File: src/rtl/per_outport_pkg.sv
// Register map and bit positions shared by the output-port peripheral.
package per_outport_pkg;

  // Word offsets from BASE_ADDR
  localparam int unsigned REG_DATA   = 0;
  localparam int unsigned REG_STATUS = 1;
  localparam int unsigned REG_CTRL   = 2;

  // STATUS bit positions ([8:0] hold the zero-extended count)
  localparam int unsigned ST_FULL  = 9;
  localparam int unsigned ST_EMPTY = 10;
  localparam int unsigned ST_EOF   = 11;
  localparam int unsigned ST_OVF   = 12;
  localparam int unsigned ST_ERR   = 13;

  // CTRL bit positions
  localparam int unsigned CTRL_CLEAR   = 0;
  localparam int unsigned CTRL_CLR_ERR = 1;

  typedef enum logic [1:0] {
    SEL_NONE,
    SEL_DATA,
    SEL_STATUS,
    SEL_CTRL
  } reg_sel_e;

endpackage

File: src/rtl/outport_fifo.sv
// Show-ahead word FIFO: storage, wrapping pointers and occupancy count.
module outport_fifo #(
  parameter int DEPTH = 16
) (
  input  logic                     mclk,
  input  logic                     reset_n,
  input  logic                     push,
  input  logic                     pop,
  input  logic                     clear,
  input  logic [15:0]              din,
  output logic [15:0]              dout,
  output logic [$clog2(DEPTH):0]   count,
  output logic                     full,
  output logic                     empty
);

  localparam int AW = $clog2(DEPTH);
  localparam int CW = AW + 1;

  logic [15:0]   mem [DEPTH];
  logic [AW-1:0] wr_ptr;
  logic [AW-1:0] rd_ptr;

  // Pointer and count update; power-of-two depth makes pointer wrap free
  always_ff @(posedge mclk) begin
    // NOTE: sequential state uses non-blocking assignments so every register
    // samples the pre-edge values, independent of statement order.
    if (!reset_n || clear) begin
      wr_ptr <= '0;
      rd_ptr <= '0;
      count  <= '0;
    end else begin
      if (push) wr_ptr <= wr_ptr + 1'b1;
      if (pop)  rd_ptr <= rd_ptr + 1'b1;
      case ({push, pop})
        2'b10:   count <= count + 1'b1;
        2'b01:   count <= count - 1'b1;
        default: count <= count;
      endcase
    end
  end

  // Storage write; a push into a full FIFO with a same-cycle pop overwrites
  // the slot whose old word is leaving on this very edge
  always_ff @(posedge mclk) begin
    // NOTE: storage has no reset; validity is tracked by count alone, which
    // lets the array map onto plain RAM.
    if (push) mem[wr_ptr] <= din;
  end

  assign dout  = mem[rd_ptr];
  assign full  = (count == CW'(DEPTH));
  assign empty = (count == '0);

endmodule

File: src/rtl/per_outport.sv
// Peripheral-bus output port: DATA/STATUS/CTRL registers in front of a
// show-ahead FIFO drained by a host consumer, with EOF/OVF/ERR flags.
module per_outport
  import per_outport_pkg::*;
#(
  parameter int          DEPTH     = 16,
  parameter logic [13:0] BASE_ADDR = 14'h0080
) (
  input  logic        mclk,
  input  logic        reset_n,
  input  logic [13:0] per_addr,
  input  logic [15:0] per_din,
  input  logic        per_en,
  input  logic [1:0]  per_we,
  output logic [15:0] per_dout,
  output logic [15:0] out_data,
  output logic        out_valid,
  input  logic        out_ready,
  output logic        out_eof
);

  localparam int CW = $clog2(DEPTH) + 1;

  reg_sel_e      sel;
  logic [CW-1:0] count;
  logic          full, empty;
  logic          eof_q, ovf_q, err_q;
  logic          is_write, data_word_wr, push_req, eof_wr, byte_wr;
  logic          ctrl_wr, clear_fifo, clear_err;
  logic          pop, push_ok, drop_eof, drop_full;
  logic [15:0]   status;

  // Address decode of the three registers
  always_comb begin
    // NOTE: every combinational output gets a default first so no path
    // leaves it unassigned and infers a latch.
    sel = SEL_NONE;
    if (per_en) begin
      if (per_addr == 14'(BASE_ADDR + REG_DATA))        sel = SEL_DATA;
      else if (per_addr == 14'(BASE_ADDR + REG_STATUS)) sel = SEL_STATUS;
      else if (per_addr == 14'(BASE_ADDR + REG_CTRL))   sel = SEL_CTRL;
    end
  end

  assign is_write     = (per_we != 2'b00);
  assign data_word_wr = (sel == SEL_DATA) && (per_we == 2'b11);
  assign push_req     = data_word_wr && (per_din != 16'h0000);
  assign eof_wr       = data_word_wr && (per_din == 16'h0000);
  assign byte_wr      = (sel == SEL_DATA) && (per_we == 2'b01 || per_we == 2'b10);
  assign ctrl_wr      = (sel == SEL_CTRL) && is_write;
  assign clear_fifo   = ctrl_wr && per_din[CTRL_CLEAR];
  assign clear_err    = ctrl_wr && per_din[CTRL_CLR_ERR];

  // A clear outranks the consumer, so the head is not reported as taken
  assign pop       = out_valid && out_ready && !clear_fifo;
  assign drop_eof  = push_req && eof_q;
  assign drop_full = push_req && !eof_q && full && !pop;
  assign push_ok   = push_req && !eof_q && (!full || pop);

  outport_fifo #(.DEPTH(DEPTH)) u_fifo (
    .mclk    (mclk),
    .reset_n (reset_n),
    .push    (push_ok),
    .pop     (pop),
    .clear   (clear_fifo),
    .din     (per_din),
    .dout    (out_data),
    .count   (count),
    .full    (full),
    .empty   (empty)
  );

  // Stream flags: EOF latches until clear, OVF/ERR are sticky until cleared
  always_ff @(posedge mclk) begin
    if (!reset_n || clear_fifo) begin
      eof_q <= 1'b0;
      ovf_q <= 1'b0;
      err_q <= 1'b0;
    end else begin
      if (eof_wr) eof_q <= 1'b1;
      if (clear_err) begin
        ovf_q <= 1'b0;
        err_q <= 1'b0;
      end else begin
        if (drop_full)           ovf_q <= 1'b1;
        if (byte_wr || drop_eof) err_q <= 1'b1;
      end
    end
  end

  // STATUS word assembly and read mux
  always_comb begin
    status            = '0;
    status[CW-1:0]    = count;
    status[ST_FULL]   = full;
    status[ST_EMPTY]  = empty;
    status[ST_EOF]    = eof_q;
    status[ST_OVF]    = ovf_q;
    status[ST_ERR]    = err_q;
    per_dout          = ((sel == SEL_STATUS) && !is_write) ? status : 16'h0000;
  end

  // Held low while in reset so the consumer never sees a pop it cannot get
  assign out_valid = !empty && reset_n;
  assign out_eof   = eof_q && empty;

endmodule

File: config.mk
export PLATFORM = sky130hd
export DESIGN_NAME = per_outport
export DESIGN_NICKNAME = d
export VERILOG_FILES = /design/src/rtl/per_outport_pkg.sv /design/src/rtl/outport_fifo.sv /design/src/rtl/per_outport.sv
export SDC_FILE = /design/constraint.sdc
export NUM_CORES = 1
export LEC_CHECK = 0
export ABC_AREA = 1
export BUFFER_PORTS_ARGS = -buffer_cell sky130_fd_sc_hd__buf_2
export CAP_MARGIN = 10
export CORE_UTILIZATION = 30
export CTS_CLUSTER_SIZE = 24
export DETAILED_ROUTE_END_ITERATION = 10
export GPL_ROUTABILITY_DRIVEN = 0
export PLACE_DENSITY = 0.54
export SLEW_MARGIN = 20
export SYNTH_ARGS = -nofsm -noshare
export SYNTH_HDL_FRONTEND = slang
export SYNTH_SLANG_ARGS = --single-unit
File: constraint.sdc
create_clock -name mclk -period 3.4 [get_ports mclk]
set_clock_uncertainty 0.15 [all_clocks]
set_input_delay 0.68 -clock mclk [delete_from_list [all_inputs] [get_ports mclk]]
set_output_delay 0.68 -clock mclk [all_outputs]
set_load 0.02 [all_outputs]
==> impl_metrics.tcl, run 1 <==
set metrics [dict create \
    status "finished, final reports clean" \
    cap_viol_max_count 0 \
    fin_setup_tns_ns 0 \
    period_share_pct 92.07 \
    grt.total_usage_pct 14.73 \
    grt_pass1_vias 6978 \
    initial_core_util_pct 30.78 \
    tightest_slew_ns 1.000 \
    end_kind "primary output" \
    grt_start_max_net_pins 58 \
    numClockSinks 276 \
    period_minus_slack_ns 3.130 \
    coreArea_sq_um 38020 \
    syn_inst 909 \
    root_buffer "clkbuf_16" \
    cts_setup_buffers 0 \
    crit_fanout 57 \
    cp-start-kind "register" \
    p_leak_nw 4.756 \
    tritoncts "yes" \
    vias 7337 \
    fin_ws_ns 0.2696 \
    wl_per_cell_microns 18.60 \
    clk_latency_ns 0.55 \
    fin_area_sq_um 14030 \
    synthToLayoutAreaGrowth_pct 19.91 \
    antenna_found_initial 1 \
    yosys_warnings 0 \
    io_buffers 63 \
    ys_types 40 \
    yosys_most_used_dff "edfxtp_1" \
    syn_area_per_cell_sq_um 12.88 \
    yosysTopAreaCell "edfxtp_1" \
    postPlaceCellArea_sq_um 13050 \
    dieArea_sq_um 39810 \
    cts_made_buffers 30 \
    first_iter_violations 539 \
    synth.ff_latch_count 276 \
    htreeDepth 1 \
    min_path_type "primary input to register" \
    first_pass_iters 5 \
    syn_area_sq_um 11700 \
    p_per_area_nw_per_um2 501.0 \
    slew_headroom_pct 32.94 \
    hold_viol 0 \
    avgViaCountPerCell 4.715 \
    mostFrequentLayoutCells "edfxtp_1, inv_1, o21ai_0" \
    required_ns 2.57 \
    grt_pass1_wl_microns 43480 \
    ir_drop_mv 0.3930 \
    max_freq_ghz 0.3195 \
    dp_hpwl_microns 16970 \
    rows 71 \
    criticalPathCategory "register to primary output" \
    ant_nets 0 \
    rsz0062_at_grt "no" \
    final_common_cell "edfxtp_1" \
    synth-edff-count 256 \
    setup_violations 0 \
    finalMaxSlewViolations 0 \
    nNetsFinal 1067 \
    ios 70 \
    synth_top_area_share_pct 65.68 \
    clk_pin_slew_ns 0.06 \
    drc 0 \
    ys_seq_area_share_pct 69.10 \
    num_antenna_cells 0 \
    clockBufferDepth 3 \
    fin_util_pct 36.91 \
    pre_cts_ws_ns -0.4976 \
    async_reset_ff_share_pct 0 \
    routed_wl_microns 28940 \
    die_h_microns 199.5 \
    grt_remaining_overflow 0 \
    worstPathArrival_ns 2.30 \
    drive_above_1_share_pct 20.10 \
    fp.dieW_microns 199.5 \
    synth_area_leaders "edfxtp_1, mux2i_1, o211ai_1, o21ai_0, dfxtp_1" \
]
[Yosys cell counts (3+ instances only)]
library cell,count
dfxtp_1,20
inv_1,103
o211ai_1,65
o21ai_0,82
nor4_1,3
buf_2,13
ha_1,10
xor2_1,3
nor3_1,22
clkbuf_1,24
nor2_4,4
nor2_1,34
buf_1,4
nand4_2,3
mux2i_1,64
nor2_2,5
edfxtp_1,256
nand2_1,54
buf_4,10
nand3_1,27
a21oi_1,74
[logic make-up after synthesis]
group | synth area share [%]
flops | 69.10
mux | 5.474
buf+inv | 5.634
compound gates | 11.47
xor+xnor | 0.2245
fa+ha+maj | 1.069
simple gates | 6.992
other cells | 0.03204
[per-layer routing]
layer | share of wire, % | vias to the layer above | GRT usage (%)
met1 | 49 | 3611 | 21.66
met3 | 3.8 | 33 | 1.873
li1 | - | 3528 | -
met5 | 0 | - | 0
met4 | 1.6 | 0 | 2.940
met2 | 45 | 165 | 23.15
[through the flow]
step           hold slack (ns)  total power [mW]  std cells
2_1_floorplan           0.2834             3.812        914
6_report                0.2075             7.031       1556
5_1_grt                 0.1944             7.254       1556
4_1_cts                 0.1783             7.103       1556
3_5_place_dp            0.3121             3.902       1500
3_3_place_gp            0.3044             3.900       1500
[worst max-delay path, stage by stage (launching register included)]
cell and delay (ns):
dfxtp_2 0.56, inv_2 0.18, buf_12 0.25, o211ai_1 0.23
nand3_1 0.12, nand2_1 0.19, buf_2 0.19
[state kept, by name, indices dropped and copies added (netlist names), named ones only]
register,count
u_fifo.mem,256
u_fifo.count,5
u_fifo.rd_ptr,4
u_fifo.wr_ptr,4
eof_q,1
err_q,1
ovf_q,1
[cell type report]
class / instances / area, sq um
Clock inverter: 15 / 172.7
Sequential cell: 276 / 8094
Multi-Input combinational cell: 479 / 3052
Inverter: 107 / 402.9
Tap cell: 511 / 639.4
Clock buffer: 41 / 802.0
Timing Repair Buffer: 127 / 870.8
Fill cell: 3733 / 23990
[worst paths after layout]
kind | from | endpoint | slack (ns) | cells after the start
worst max register to register | u_fifo.count[2] | u_fifo.count[4] | 0.56 | 19
worst min-delay path | per_din[14] | u_fifo.mem[3][14] | 0.21 | 1
worst min register to register | ovf_q | ovf_q | 0.32 | 2
worst max-delay path | register | out_data[0] | 0.27 | 6
[timing repair]
item                       4_1_cts  5_1_grt
hold buffers                     0        0
hold endpoints to repair         0        0
gates resized for setup          0        1
setup endpoints to repair        0        1
[where the power goes]
| part | switching [mW] | internal [mW] |
|---|---|---|
| sequential | 0.000228 | 3.70 |
| combinational | 0.0883 | 0.0368 |
| clock | 1.32 | 1.88 |
Note: power is estimated with default switching activity, not from simulation.
==> run 2: changes to the inputs <==
- CORE_UTILIZATION: 30 -> 61
- PLACE_DENSITY: 0.54 -> 0.87
- clock period: 3.4 -> 3.45 ns (I/O delays scaled with it)
==> run 2 against run 1 <==
  * Sequential share of layout area grew 2.0 points
  * First-iteration DRC count up 78%
  * Non-clock buffer count fell by 6
  * Core utilization grew 35 points
  * Sequential power fell by 1%
  * Power fell by 4.8%
  * Critical path depth increased by 1
  * Critical path type unchanged
  * Highest routed layer unchanged
==> impl_metrics.tcl, run 2 (synthesis results as in run 1) <==
set metrics [dict create \
    status "finished, final reports clean" \
    fp.dieW_microns 140.5 \
    hold_viol 0 \
    period_share_pct 96.03 \
    ctsHoldBuffers 0 \
    grt.total_usage_pct 28.38 \
    nNetsFinal 1057 \
    routed_wl_microns 27520 \
    dp_hpwl_microns 16370 \
    p_per_area_nw_per_um2 493.8 \
    final_common_cell "edfxtp_1" \
    post_cts_resized 0 \
    slew_headroom_pct 24.39 \
    initial_core_util_pct 62.36 \
    num-fill-cells 1162 \
    wl_per_cell_microns 21.76 \
    postPlaceCellArea_sq_um 12630 \
    max_freq_ghz 0.3018 \
    p_total_mw 6.694 \
    p_leak_nw 4.715 \
    antenna_found_initial 0 \
    ios 70 \
    required_ns 2.61 \
    grt_pass1_wl_microns 41690 \
    placed_cells 1216 \
    period_minus_slack_ns 3.313 \
    tritoncts "yes" \
    first_pass_iters 5 \
    clockBufferDepth 3 \
    num_antenna_cells 0 \
    worstPathArrival_ns 2.47 \
    rows 50 \
    cap_viol_max_count 0 \
    clk_pin_slew_ns 0.06 \
    tightest_slew_ns 1.133 \
    die_h_microns 140.5 \
    timing.hold.ws_ns 0.2839 \
    worstSetupEndpoint "out_data[13]" \
    fin_area_sq_um 13560 \
    ff2ff_path_depth 11 \
    ir_drop_mv 0.4105 \
    mostFrequentLayoutCells "edfxtp_1, inv_1, o21ai_0" \
    htreeDepth 1 \
    cts_made_buffers 26 \
    ant_nets 0 \
    instances_no_fill 1265 \
    largest_reg_flops 256 \
    crit_fanout 64 \
    drc 0 \
    grt_remaining_overflow 0 \
    drive_above_1_share_pct 20.08 \
    numClockSinks 276 \
    synthToLayoutAreaGrowth_pct 15.83 \
    io_buffers 63 \
    first_iter_violations 959 \
    vias 7780 \
    pre_cts_ws_ns -0.06240 \
    holdPathStages 1 \
    cts_setup_buffers 0 \
    reg_top3 "u_fifo.mem (256), u_fifo.count (5)" \
    reg2reg_to "u_fifo.mem[14][11]" \
    avgViaCountPerCell 6.150 \
    finalMaxSlewViolations 0 \
    fin_util_pct 72.23 \
    fin_setup_tns_ns 0 \
    root_buffer "clkbuf_16" \
    rsz0062_at_grt "no" \
    largest-register "u_fifo.mem" \
    criticalPathCategory "register to primary output" \
    dieArea_sq_um 19740 \
    setup_violations 0 \
    fin_ws_ns 0.1370 \
    r2r_start "u_fifo.count[2]" \
    clk_latency_ns 0.54 \
    min_path_type "primary input to register" \
    cp-start-kind "register" \
    grt_start_max_net_pins 65 \
    grt_pass1_vias 7563 \
    end_kind "primary output" \
    r2r_slack_ns 0.52 \
    coreArea_sq_um 18770 \
]
==> run 2: cell type report <==
cell class	count	area, sq um	share of cell area [%]
Tap cell	234	292.8	2.160
Sequential cell	276	8093	59.70
Inverter	107	402.9	2.972
Clock buffer	30	718.2	5.298
Multi-Input combinational cell	479	3057	22.55
Timing Repair Buffer	121	820.8	6.054
Clock inverter	18	172.7	1.274
==> run 2: per-layer routing <==
layer  track usage, %  share of wire, %  wire (microns)  vias to the layer above
met3            4.034               9.9            2714                       93
li1                 -                 -               -                     3512
met1            37.09                37           10300                     3686
met2            46.84                48           13280                      489
met4            14.59               4.4            1222                        0
met5                0                 0               0                        -
==> run 2: worst max-delay path, stage by stage, from the launching register on <==
cell and delay [ns]:
dfxtp_2 0.34, buf_4 0.63, a21oi_1 0.11, o21ai_0 0.10, o21ai_0 0.15, o211ai_1 0.23, nand2_1 0.13, buf_2 0.18
==> run 2: report_power, final <==
part	total, mW	switching [mW]	internal [mW]
combinational	0.118	0.0828	0.0353
sequential	3.65	0.000261	3.65
clock	2.93	1.21	1.72
==> run 2: worst min path at each step <==
stage	startpoint	to	slack, ns
after floorplan	u_fifo.rd_ptr[3]	register	0.28
after global placement	u_fifo.rd_ptr[3]	u_fifo.rd_ptr[3]	0.30
after detailed placement	ovf_q	ovf_q	0.31
after CTS	per_din[3]	u_fifo.mem[2][3]	0.27
after global routing	per_din[3]	u_fifo.mem[2][3]	0.27
final	per_din[3]	u_fifo.mem[2][3]	0.28
==> run 3: changes to the inputs <==
- SYNTH_HIERARCHICAL: default -> 1
==> run 3 against run 2 <==
  * Largest power group unchanged
  * First-iteration DRC count grew 7.1%
  * Worst hold slack gained 0.022 ns
  * Critical path depth is the same
  * Routed wire length shrank 0.71%
  * Synthesized cell count grew 17%
  * Core utilization down 1.3 points
  * Register-to-register slack better by 0.09 ns
  * Sequential cell count is the same
  * Power increased by 3.3%
==> impl_metrics.tcl, run 3 <==
set metrics [dict create \
    cts_made_buffers 27 \
    root_buffer "clkbuf_16" \
    ios 70 \
    yosys_most_used_dff "edfxtp_1" \
    slowest_stage "dfxtp_4" \
    avgViaCountPerCell 5.824 \
    wl_per_cell_microns 19.37 \
    syn_inst 1059 \
    drive_above_1_share_pct 15.20 \
    coreArea_sq_um 18960 \
    r2r_start "u_fifo/count[1]" \
    holdPathStages 3 \
    largest_reg_flops 256 \
    initial_core_util_pct 62.93 \
    final_common_cell "edfxtp_1" \
    synth.ff_latch_count 276 \
    cap_viol_max_count 0 \
    pre_cts_ws_ns 0.1105 \
    setup_violations 0 \
    period_minus_slack_ns 3.230 \
    io_buffers 63 \
    reg_top3 "u_fifo/mem (256), u_fifo/count (5)" \
    synth-edff-count 256 \
    fin_area_sq_um 13440 \
    syn_area_sq_um 11930 \
    criticalPathCategory "register to primary output" \
    grt_remaining_overflow 0 \
    p_leak_nw 4.999 \
    fp.dieW_microns 141.8 \
    period_share_pct 93.63 \
    slew_headroom_pct 42.52 \
    ant_nets 0 \
    rsz0062_at_grt "no" \
    tightest_slew_ns 0.8612 \
    min_path_type "primary input to register" \
    max_freq_ghz 0.3096 \
    cts_setup_buffers 0 \
    num_antenna_cells 0 \
    yosys_warnings 6 \
    status "finished, final reports clean" \
    routed_wl_microns 27330 \
    rows 50 \
    ir_drop_mv 0.3863 \
    numClockSinks 276 \
    synth_top_area_share_pct 64.44 \
    async_reset_ff_share_pct 0 \
    crit_fanout 96 \
    nNetsFinal 1181 \
    vias 8217 \
    mostFrequentLayoutCells "edfxtp_1, inv_1, nand2_1" \
    postPlaceCellArea_sq_um 12590 \
    cp-start-kind "register" \
    largest-register "u_fifo/mem" \
    grt_pass1_wl_microns 41700 \
    end_kind "primary output" \
    num-fill-cells 1185 \
    fin_ws_ns 0.2199 \
    synth_area_leaders "edfxtp_1, inv_1, nand3_1, o211ai_1, nand2_1" \
    syn_area_per_cell_sq_um 11.26 \
    die_h_microns 141.8 \
    required_ns 2.61 \
    synth_common_cells "edfxtp_1, inv_1, nand2_1, nand3_1, a21oi_1" \
    ys_seq_area_share_pct 67.80 \
    clockBufferDepth 3 \
    first_pass_iters 6 \
    yosysTopAreaCell "edfxtp_1" \
    grt.total_usage_pct 27.81 \
    ctsHoldBuffers 0 \
    worstPathCellList "buf_12 > nand2_1 > o211ai_1 > nand3_1 > nand3_1 > nand2_1 > buf_2" \
    ff2ff_path_depth 21 \
    grt_start_max_net_pins 97 \
    grt_pass1_vias 8150 \
    hold_viol 0 \
    min_from "reset_n" \
    first_iter_violations 1027 \
    dp_hpwl_microns 15950 \
    dieArea_sq_um 20120 \
    critical-path-max-stage-delay_ns 0.65 \
    post_cts_resized 0 \
    p_per_area_nw_per_um2 514.8 \
    fin_setup_tns_ns 0 \
    drc 0 \
    synthToLayoutAreaGrowth_pct 12.64 \
    antenna_found_initial 0 \
    clk_latency_ns 0.52 \
    finalMaxSlewViolations 0 \
    worstPathArrival_ns 2.39 \
    yosysMostFrequentCell "edfxtp_1" \
    ys_types 27 \
    tritoncts "yes" \
    clk_pin_slew_ns 0.06 \
    htreeDepth 1 \
]
==> run 3: final timing paths <==
path / endpoint / slack, ns
min reg2reg: u_fifo/rd_ptr[0] / 0.35
max reg2reg: u_fifo/count[4] / 0.61
min: eof_q / 0.31
max: out_data[0] / 0.22
==> run 3: metrics by stage <==
stage / hold WS [ns] / util [%] / power (mW) / cells
after global placement: 0.3278 / 66.40 / 4.130 / 1365
after CTS: 0.2931 / 70.88 / 6.918 / 1411
final: 0.3061 / 70.88 / 6.917 / 1411
after global routing: 0.3161 / 70.88 / 7.088 / 1411
after floorplan: 0.3000 / - / 4.031 / 1064
after detailed placement: 0.3345 / 66.40 / 4.151 / 1365
==> run 3: layout make-up <==
cell class	instances	area (sq um)	area share, %
inverters	184	690.7	5.140
repair buffers	100	643.1	4.786
flip-flops and latches	276	8095	60.25
multi-input cells	545	2833	21.08
well taps	260	325.3	2.421
clock buffers	30	686.9	5.112
clock inverters	16	162.7	1.211
==> run 3: power breakdown <==
part	leakage (nW)	switching [mW]	internal, mW
logic	2.12	0.283	0.126
clock network	0.413	1.18	1.65
registers	2.46	0.0240	3.66
total	5.00	1.48	5.43
==> run 3: critical path, delay by kind of cell, from the launching register on <==
| family | cells | cell delay [ns] |
|---|---|---|
| buf+inv | 2 | 0.59 |
| compound gates | 1 | 0.11 |
| simple gates | 4 | 0.52 |
| flops | 1 | 0.65 |
==> run 3: metal layers <==
layer  track usage, %  vias up  wire length, microns
li1                 -     3773                     -
met1            34.18     3855                  9731
met2            48.04      497                 13830
met3            3.814       92                  2550
met4            14.83        0                  1216
met5                0        -                     0
==> run 3: cell families after synthesis <==
group,count (synthesis),synth area share (%)
compound gates,220,10.69
xor+xnor,3,0.2203
fa+ha+maj,11,1.154
buf+inv,243,8.947
flops,276,67.80
other cells,1,0.03144
simple gates,305,11.16
